`src/rtl/dmem_arbiter.sv`:
```
// dmem_arbiter: shares one data-memory port between the core load/store path
// (port 0) and the program loader / DMA (port 1). Round-robin arbitration
// with a bounded burst lock, zero-latency grants, and one-cycle-late read
// return steered to whichever port issued the read.
module dmem_arbiter #(
    parameter int AW       = 32,
    parameter int MAX_LOCK = 8,
    parameter bit P0_FIRST = 1'b1
) (
    input  logic          clk,
    input  logic          reset_n,
    input  logic          p0_req,
    input  logic          p0_lock,
    input  logic [3:0]    p0_we,
    input  logic [AW-1:0] p0_addr,
    input  logic [31:0]   p0_wdata,
    output logic          p0_gnt,
    output logic          p0_rvalid,
    input  logic          p1_req,
    input  logic          p1_lock,
    input  logic [3:0]    p1_we,
    input  logic [AW-1:0] p1_addr,
    input  logic [31:0]   p1_wdata,
    output logic          p1_gnt,
    output logic          p1_rvalid,
    output logic [31:0]   rdata,
    output logic          mem_en,
    output logic [3:0]    mem_we,
    output logic [AW-1:0] mem_addr,
    output logic [31:0]   mem_wdata,
    input  logic [31:0]   mem_rdata
);

    localparam logic [1:0] IDLE = 2'd0;
    localparam logic [1:0] OWN0 = 2'd1;
    localparam logic [1:0] OWN1 = 2'd2;

    localparam logic [7:0] MAX_LOCK_V = MAX_LOCK[7:0];

    logic [1:0]    state_reg, state_next;
    logic          last_reg, last_next;
    logic [7:0]    lock_cnt_reg, lock_cnt_next;
    logic          rd_tag_valid_reg, rd_tag_valid_next;
    logic          rd_tag_port_reg, rd_tag_port_next;

    logic [1:0]    gnt;
    logic          gnt_port;
    logic          lock_below;
    logic          sel_lock;
    logic [3:0]    sel_we;
    logic [AW-1:0] sel_addr;
    logic [31:0]   sel_wdata;
    logic [1:0]    rvalid;

    assign lock_below = (lock_cnt_reg < MAX_LOCK_V);
    // Index of the winner; only meaningful when some grant is active.
    assign gnt_port   = gnt[1];

    // Arbitration: honour the lock owner until its budget runs out while the
    // other port waits, then fall back to round-robin on the last winner.
    always_comb begin
        gnt = 2'b00;
        if (state_reg == OWN0 && p0_req && (lock_below || !p1_req)) begin
            gnt = 2'b01;
        end else if (state_reg == OWN1 && p1_req && (lock_below || !p0_req)) begin
            gnt = 2'b10;
        end else if (p0_req && !p1_req) begin
            gnt = 2'b01;
        end else if (p1_req && !p0_req) begin
            gnt = 2'b10;
        end else if (p0_req && p1_req) begin
            gnt = last_reg ? 2'b01 : 2'b10;
        end
        if (!reset_n) begin
            gnt = 2'b00;
        end
    end

    // Select the winning port's request fields; zero when nobody wins.
    always_comb begin
        sel_lock  = 1'b0;
        sel_we    = 4'h0;
        sel_addr  = '0;
        sel_wdata = 32'h0;
        if (gnt[0]) begin
            sel_lock  = p0_lock;
            sel_we    = p0_we;
            sel_addr  = p0_addr;
            sel_wdata = p0_wdata;
        end else if (gnt[1]) begin
            sel_lock  = p1_lock;
            sel_we    = p1_we;
            sel_addr  = p1_addr;
            sel_wdata = p1_wdata;
        end
    end

    // Next-state for lock ownership, fairness pointer and read tag.
    always_comb begin
        state_next        = IDLE;
        lock_cnt_next     = 8'd0;
        last_next         = last_reg;
        rd_tag_valid_next = 1'b0;
        rd_tag_port_next  = rd_tag_port_reg;
        if (|gnt) begin
            last_next         = gnt_port;
            rd_tag_valid_next = (sel_we == 4'h0);
            rd_tag_port_next  = gnt_port;
            if (sel_lock) begin
                state_next = gnt_port ? OWN1 : OWN0;
                if (state_reg == state_next) begin
                    lock_cnt_next = (lock_cnt_reg == 8'hFF) ? 8'hFF : lock_cnt_reg + 8'd1;
                end else begin
                    lock_cnt_next = 8'd1;
                end
            end
        end
    end

    // State registers with synchronous active-low reset.
    always_ff @(posedge clk) begin
        if (!reset_n) begin
            state_reg        <= IDLE;
            last_reg         <= P0_FIRST;
            lock_cnt_reg     <= 8'd0;
            rd_tag_valid_reg <= 1'b0;
            rd_tag_port_reg  <= 1'b0;
        end else begin
            state_reg        <= state_next;
            last_reg         <= last_next;
            lock_cnt_reg     <= lock_cnt_next;
            rd_tag_valid_reg <= rd_tag_valid_next;
            rd_tag_port_reg  <= rd_tag_port_next;
        end
    end

    // Read return: the tagged port sees rvalid the cycle after its read.
    for (genvar gi = 0; gi < 2; gi++) begin : g_rvalid
        assign rvalid[gi] = reset_n && rd_tag_valid_reg && (rd_tag_port_reg == 1'(gi));
    end

    assign p0_gnt    = gnt[0];
    assign p1_gnt    = gnt[1];
    assign p0_rvalid = rvalid[0];
    assign p1_rvalid = rvalid[1];
    assign rdata     = mem_rdata;

    // Word-aligned memory port; misaligned low bits are simply dropped.
    assign mem_en    = |gnt;
    assign mem_we    = sel_we;
    assign mem_addr  = sel_addr & ~AW'(3);
    assign mem_wdata = sel_wdata;

endmodule

```
`config.mk`:
```
export PLATFORM = sky130hd
export DESIGN_NAME = dmem_arbiter
export DESIGN_NICKNAME = d
export VERILOG_FILES = /design/src/rtl/dmem_arbiter.sv
export SDC_FILE = /design/constraint.sdc
export NUM_CORES = 1
export LEC_CHECK = 0
export BUFFER_PORTS_ARGS = -buffer_cell sky130_fd_sc_hd__clkbuf_2
export CAP_MARGIN = 20
export CORE_AREA = 2 2 109 111
export CTS_CLUSTER_SIZE = 12
export DETAILED_ROUTE_END_ITERATION = 16
export DIE_AREA = 0 0 111 113
export GPL_ROUTABILITY_DRIVEN = 0
export PLACE_DENSITY_LB_ADDON = 0.2
export SYNTH_ARGS = -nofsm -noshare
export SYNTH_HDL_FRONTEND = slang
export SYNTH_SLANG_ARGS = --single-unit
export TNS_END_PERCENT = 10
```
`constraint.sdc`:
```
create_clock -name clk -period 2.54 [get_ports clk]
set_clock_uncertainty 0.15 [all_clocks]
set_input_delay 0.508 -clock clk [delete_from_list [all_inputs] [get_ports clk]]
set_output_delay 0.508 -clock clk [all_outputs]
set_load 0.02 [all_outputs]
```
==> results of run 1 <==
[path summary, 6_finish.rpt]
check,slack [ns],endpoint,from
worst max-delay path,-0.14,mem_wdata[10],lock_cnt_reg[4]$_SDFF_PN0_
worst min-delay path,0.37,lock_cnt_reg[0]$_SDFF_PN0_,lock_cnt_reg[0]$_SDFF_PN0_
worst max register to register,0.40,lock_cnt_reg[7]$_SDFF_PN0_,lock_cnt_reg[4]$_SDFF_PN0_
worst min register to register,0.37,lock_cnt_reg[0]$_SDFF_PN0_,lock_cnt_reg[0]$_SDFF_PN0_
[area by class of cell]
type	instances	area share, %
multi-input cells	129	30.9
inverters	3	0.327
repair buffers	236	53.6
flip-flops and latches	13	7.66
well taps	143	5.19
clock buffers	4	2.29
[per-layer routing]
layer  share of wire (%)  wire length (µm)
met5                   0                 0
met4                 1.8               167
met3                 6.6               614
met2                  49              4590
met1                  42              3900
[where the power goes]
part	switching, W	internal [W]
logic	0.000323	0.000378
registers	0.00000555	0.000211
clock network	0.0000924	0.000212
[kinds of logic after synthesis]
group	count (synthesis)	synth area share, %
adders and majority gates	1	0.767
other	1	0.230
buffers and inverters	52	21.7
xor gates and xnor gates	3	1.61
DFF	13	16.0
and+or+nand+nor	36	13.3
AOI/OAI and AO/OA	87	46.4
[critical path, stage by stage (launching register included)]
cell                       delay (ns)
sky130_fd_sc_hd__dfxtp_2         0.33
sky130_fd_sc_hd__nor3_4          0.28
sky130_fd_sc_hd__a41o_4          0.28
sky130_fd_sc_hd__o2111a_2        0.22
sky130_fd_sc_hd__buf_12          0.16
sky130_fd_sc_hd__buf_12          0.16
sky130_fd_sc_hd__a22o_1          0.18
sky130_fd_sc_hd__clkbuf_8        0.15
[metrics by stage]
stage,std cells,hold slack [ns],setup TNS [ns],util (%)
2_1_floorplan,194,0.323,0,-
3_3_place_gp,515,0.351,-0.118,23.9
3_5_place_dp,515,0.357,-0.596,23.9
4_1_cts,521,0.370,-6.53,27.6
5_1_grt,528,0.382,-12.39,30.6
6_report,528,0.372,-6.35,30.6
[what timing repair did]
action	in CTS	in global routing
gates cloned	1	3
hold buffers	0	0
buffers inserted	1	4
pin swaps	27	34
gates resized for setup	72	91
hold endpoints to repair	0	0
endpoints found under the setup margin	68	68
[layout by cell type, fill, tap and decap left out, drive strengths merged]
master and instances:
clkbuf 182, a22o 66, buf 58, dfxtp 13, nand2 7, nor2 6
nor3 6, and3 4, a211oi 4, inv 3, a21oi 3, o21ai 3
or2 2, nand3 2, xnor2 2, and2 2, a31oi 2, conb 2
nor4 2, a22oi 2, nand3b 1, a41o 1, o2111a 1, and3b 1
a32oi 1, a21boi 1, a311oi 1, o221ai 1, o22a 1, or4b 1
nor2b 1, nor3b 1, xor2 1, ha 1
==> results list, run 1 <==
* Core ar.: roughly 11000 µm²
- The final number of hold-violating endpoints is 0.
- The HPWL after detailed placement is ~7200 µm.
- Entering global routing, the biggest net connects 37 pins.
- Post-route setup slack: -0.145 ns
- Final number of setup-violating endpoints: 67
* Final count of pins violating max slew: 0
- Clock period minus worst slack: approximately 2.7 ns
* Number of nets in the layout: 561
* Max Clock Freq: between 0.3 and 0.4 GHz
- Flip-flop count of the largest register, all copies and words added: 8
- During I/O placement, the number of pins put on the boundary was ~280.
- For this run, global-route usage on met1 was measured as between 10% and 20%.
* # rows: 39
* Antenna violations before repair: 0
* Detailed-route DRC error count: 0
* Synth cell types: around 40
- Along the worst path, the maximum fanout reaches 16.
- Post-layout total power: between 0.001 and 0.0015 W
- Setup repair after global routing missed its margin: yes
- Most frequent cell after synthesis: sky130_fd_sc_hd__a22o_1
- Summed over all cells, the static leakage comes to 1.79 nW.
- Kind of launch point of the worst setup path: flip-flop
- Input and output buffers added on the ports amount to 208.
* Vias per Instance: between 4 and 5
- Die Wd: roughly 110 µm
- # clock sinks: 13
- First-pass GRT wire length: around 12000 µm
- In this run the cell area of the synthesized design comes to between 1500 and 2000 µm².
- The number of antenna diodes in the final layout is 0.
- TritonCTS built the clock tree.
- Clk root buf: sky130_fd_sc_hd__clkbuf_16
- Measured in cells, the most critical reg-to-reg path has a length of 7.
- For this design the ratio of total power to cell area is 355 nW/µm².
- Sequential cell area fraction in the yosys report: 16.0%
- Global-route congestion overflow total: 0
- For this run, global-route usage on met2 was measured as around 20%.
- The worst setup path is of the reg2out kind.
- Data required time of the worst path: between 1.5 and 2 ns
- Met3 Use GR: slightly above 3%
* Post-place instance area: ~2700 µm²
- Cells with a size suffix above 1 make up between 60 and 70% of the layout.
- Vert. Die Dim: approximately 110 µm
- Routed length per placed instance: about 18 µm
- Of the post-synthesis cell area, the dominant cell type holds 35.5%.
- For this configuration, the core starts out at a cell density of between 10 and 15%.
- The run finished, with violations left.
- Before CTS, the worst setup slack after placement is -0.0641 ns.
* Cell taking the most area after synthesis: sky130_fd_sc_hd__a22o_1
- Syn Area/Cell: around 8.4 µm²
- For this block, the initial DRC count from the detailed router was 87.
- The finished cells cover roughly 3400 µm².
* Max IR drop VDD: 0.167 mV
- Post-synth top cells: 66 x sky130_fd_sc_hd__a22o_1, 36 x sky130_fd_sc_hd__buf_4, 13 x sky130_fd_sc_hd__dfxtp_1
- Violated checks: setup timing
- Register Area: ~260 µm²
- Data arrives at the worst endpoint at approximately 2.0 ns.
- Counting flops with a built-in enable in the synthesized netlist gives 0.
- Cell types occupying the most area after synthesis: sky130_fd_sc_hd__a22o_1 35%, sky130_fd_sc_hd__buf_4 17%, sky130_fd_sc_hd__dfxtp_1 16%
* Worst Hold Path Cells: 2
* Synthesized instance count: 193
- Filler Cell Count: between 1000 and 1500
* Clock tree buffer depth: 2
- The die covers about 13000 µm².
- The routed layout has between 2000 and 2500 vias.
- Via count of the first global-routing pass: 2228
- The detail route stage leaves a number of antenna-violating nets equal to 0.
* CTS H-tree depth: 1
- Number of flip-flops and latches in the synthesized netlist: 13
- STA classifies the critical path endpoint as a primary output.
- Share of async-settable or async-resettable flops after synthesis: 0%
* Final routed wirelength across all metal layers: between 9000 and 10000 µm
- Insertion delay to the later sink of the worst-skew pair: about 0.24 ns
- Worst Hold Class: reg2reg
- Clock slew at the register clock pins of the worst setup and hold paths: about 0.050 ns
* Iteration count of the initial detailed-routing pass: 4
- The number of clock buffers added by TritonCTS is 3.
* Area growth from synthesis to layout: 111%
* Final clock period utilization by the worst path: 106%
- Summing all multi-input logic gate instances after layout gives between 1000 and 1500 µm².
- Max capacitance violation total: 0
- Top Usage Layer GRT: met2
- Primary flip-flop cell chosen by synthesis mapping: sky130_fd_sc_hd__dfxtp_1
- Global routing consumed, over all layers together, about an eighth of the routing resources.
* Yosys warnings: 0
No activity file was read; power rests on OpenSTA's default activity.
==> run 2, diff against run 1 <==
- CAP_MARGIN: 20 -> 5
- CORE_AREA: 2 2 109 111 -> 3 3 107 109
- DIE_AREA: 0 0 111 113 -> 0 0 110 112
==> results list, run 2 (synthesized netlist as in run 1, its figures left out) <==
* Data arrival time at the worst-slack endpoint: 2.01 ns (-0.02 ns)
- The flow ran to the end, but the final reports show violations.
- The fill cell total of the finished layout is 1084 (-12%).
- Number of port buffers: 208 (unchanged)
* # clock sinks: 13 (unchanged)
* Max capacitance violation total: 0 (unchanged)
* Antenna diode count: 0 (unchanged)
* Violated checks: setup timing
* CTS H-tree depth: 1 (unchanged)
- Final number of setup-violating endpoints: 68 (+1.5%)
- The tree is rooted in a sky130_fd_sc_hd__clkbuf_8.
- The clock tree buffer depth was 2 (unchanged).
- The die span in x is 110 µm (-0.90%).
- Worst-case hold slack: 0.359 ns (-0.0133 ns)
- Num CTS Buffers: 3 (unchanged)
* Clock slew at the register clock pins of the worst setup and hold paths: 0.06 ns (about the same)
* Final clock period utilization by the worst path: 105% (-0.50 points)
* CP max FO: 11 (-5)
* Worst Hold Class: reg2reg
* Leading cell types in the layout, fill and taps excluded: 139 x sky130_fd_sc_hd__clkbuf_2, 67 x sky130_fd_sc_hd__clkbuf_8, 61 x sky130_fd_sc_hd__a22o_1
- The placement row count is 38 (-2.6%).
- Data required time of the worst path: 1.88 ns (about the same)
* Worst Path Class, Setup: reg2out
* Most common cell after layout, fill and taps aside: sky130_fd_sc_hd__clkbuf_2
- Internal: 0.000767 W (-4.3%)
* CTS tree: yes
* Number of nets in the layout: 570 (+1.6%)
- Number of vias in the routed layout: 2382 (+2.3%)
- Among cell families on the critical path, the largest total delay comes from buffers and inverters.
- Post-place instance area: 2680 µm² (-0.33%)
- Overall track demand over capacity in global routing: 13.5% (+1.1 points)
- Pwr Density: 314 nW/µm² (-11%)
- Vert. Die Dim: 112 µm (-0.88%)
- Power dissipated by switching net loads: 0.000422 W (+0.13%)
- On the critical path, the stage with the largest delay is an instance of sky130_fd_sc_hd__dfxtp_4.
- The global-route wire length before repair is 13100 µm (+5.0%).
- Number of primary I/O pins: 279 (unchanged)
* Clock period minus worst slack: 2.67 ns (-0.0127 ns)
- The first-pass iteration count of the detailed router was 4 (unchanged).
* Via count of the first global-routing pass: 2394 (+7.5%)
- Detail Placement HPWL: 6990 µm (-3.4%)
- The delay contributed by the slowest stage of the critical path came to 0.35 ns (+0.02 ns).
- The maximum ir drop on the vdd rail came to 0.178 mV (+6.1%).
* Antenna violations before repair: 0 (unchanged)
- Final routed wirelength across all metal layers: 9570 µm (+3.2%)
- Setup crit end kind: primary output
- Vias per Instance: 4.46 (+1.1%)
- The number of flip-flops in the largest register came to 8 (unchanged).
* Count of final hold-check violations: 0 (unchanged)
- Remaining antenna violation count: 0 (unchanged)
- Share of power burned in the clock network: 15.4% (-9.5 points)
- The summed area of non-filler cells in the final layout came to 3780 µm² (+9.7%).
- Final count of pins violating max slew: 0 (unchanged)
- Setup repair after global routing could not meet its margin everywhere.
- The post-detailed-route wirelength per cell is 17.9 µm (+2.1%).
- The sequential share of power is 18.0% (+0.3 points).
* DRC violation total after the first TritonRoute iteration: 82 (-5.7%)
- Combinational share of power: 66.5% (+9.1 points)
- Insertion delay to the later sink of the worst-skew pair: 0.24 ns (about the same)
- The total congestion overflow after global routing came to 0 (unchanged).
- Post-route setup slack: -0.132 ns (+0.0127 ns)
* Static leakage power: 1.91 nW (+7.0%)
- Share of final-layout standard cells stronger than drive strength 1: 68.8% (+1.8 points)
* Post-route core utilization: 35.3% (+4.8 points)
- Initial core utilization: 15.2% (+0.78 points)
- The area growth from synthesis to layout is 132%.
- Sw Ratio: 35.5% (+1.0 points)
* Total Die Area: 12300 µm² (-1.8%)
* Kind of launch point of the worst setup path: flip-flop
- Chain of cells forming the critical path: nor2_2, buf_4, a41o_4, buf_6, a21boi_4, buf_8, clkbuf_16, a22o_1, clkbuf_8
- The largest net degree at the start of global routing was 24 (-35%).
* Detailed-route DRC error count: 0 (unchanged)
- Core ar.: 10700 µm² (-5.1%)
- Max Clock Freq: 0.374 GHz (+0.48%)
- The final non-filler cell total is 534 (+1.1%).
- The buffering stage count on the worst path with inverters included is 5 (+2).
- Dpl cells: 508 (-1.4%)
## run 2: final timing paths
path	from	end	slack (ns)	depth (start not counted)
max	lock_cnt_reg[3]$_SDFF_PN0_	mem_wdata[13]	-0.13	9
min	lock_cnt_reg[0]$_SDFF_PN0_	lock_cnt_reg[0]$_SDFF_PN0_	0.36	2
max reg2reg	lock_cnt_reg[3]$_SDFF_PN0_	rd_tag_valid_reg$_SDFF_PN0_	0.34	10
min reg2reg	lock_cnt_reg[0]$_SDFF_PN0_	lock_cnt_reg[0]$_SDFF_PN0_	0.36	2
## run 2: routing by layer
metal | global-route usage (%) | wire [µm]
met1 | 17.1 | 3800
met3 | 2.67 | 645
met5 | 0 | 0
met4 | 2.99 | 128
met2 | 23.5 | 5000
## run 2: area by class of cell
| type | instances | area, µm² | share of cell area (%) |
|---|---|---|---|
| multi-input combinational | 129 | 1090 | 28.8 |
| tap | 140 | 175 | 4.63 |
| clock buffer | 3 | 41.3 | 1.09 |
| clock inverter | 1 | 5.00 | 0.132 |
| timing repair buffer | 245 | 2190 | 58.0 |
| inverter | 3 | 11.3 | 0.298 |
| sequential | 13 | 268 | 7.08 |
## run 2: metrics by stage
step                total power [W]  TNS (ns)  setup slack [ns]
floorplan                  0.000579         0             0.118
global placement           0.000754   -0.0204           -0.0192
detailed placement         0.000753   -0.0266           -0.0253
CTS                         0.00114     -5.99            -0.141
global route                0.00125    -11.70            -0.202
finish                      0.00119     -6.22            -0.132
## run 2: repair_timing
| action | 4_1_cts | 5_1_grt |
|---|---|---|
| hold buffers | 0 | 0 |
| pin swaps | 34 | 36 |
| endpoints found under the setup margin | 68 | 69 |
| cloned | 3 | 7 |
| resized for setup | 149 | 14 |
| setup buffers | 8 | 4 |
## run 2: power by group through the flow
stage | sequential, W | clock (W) | combinational [W]
after floorplan | 0.000218 | 0 | 0.000361
after global placement | 0.000219 | 0 | 0.000534
after detailed placement | 0.000219 | 0 | 0.000533
after CTS | 0.000215 | 0.000195 | 0.000735
after global routing | 0.000215 | 0.000200 | 0.000836
final | 0.000214 | 0.000184 | 0.000791
## run 2: worst min-delay path, cell delays in order, from the launching register on
cell	delay, ns
sky130_fd_sc_hd__dfxtp_1	0.32
sky130_fd_sc_hd__nand2_1	0.06
sky130_fd_sc_hd__o22a_1	0.10
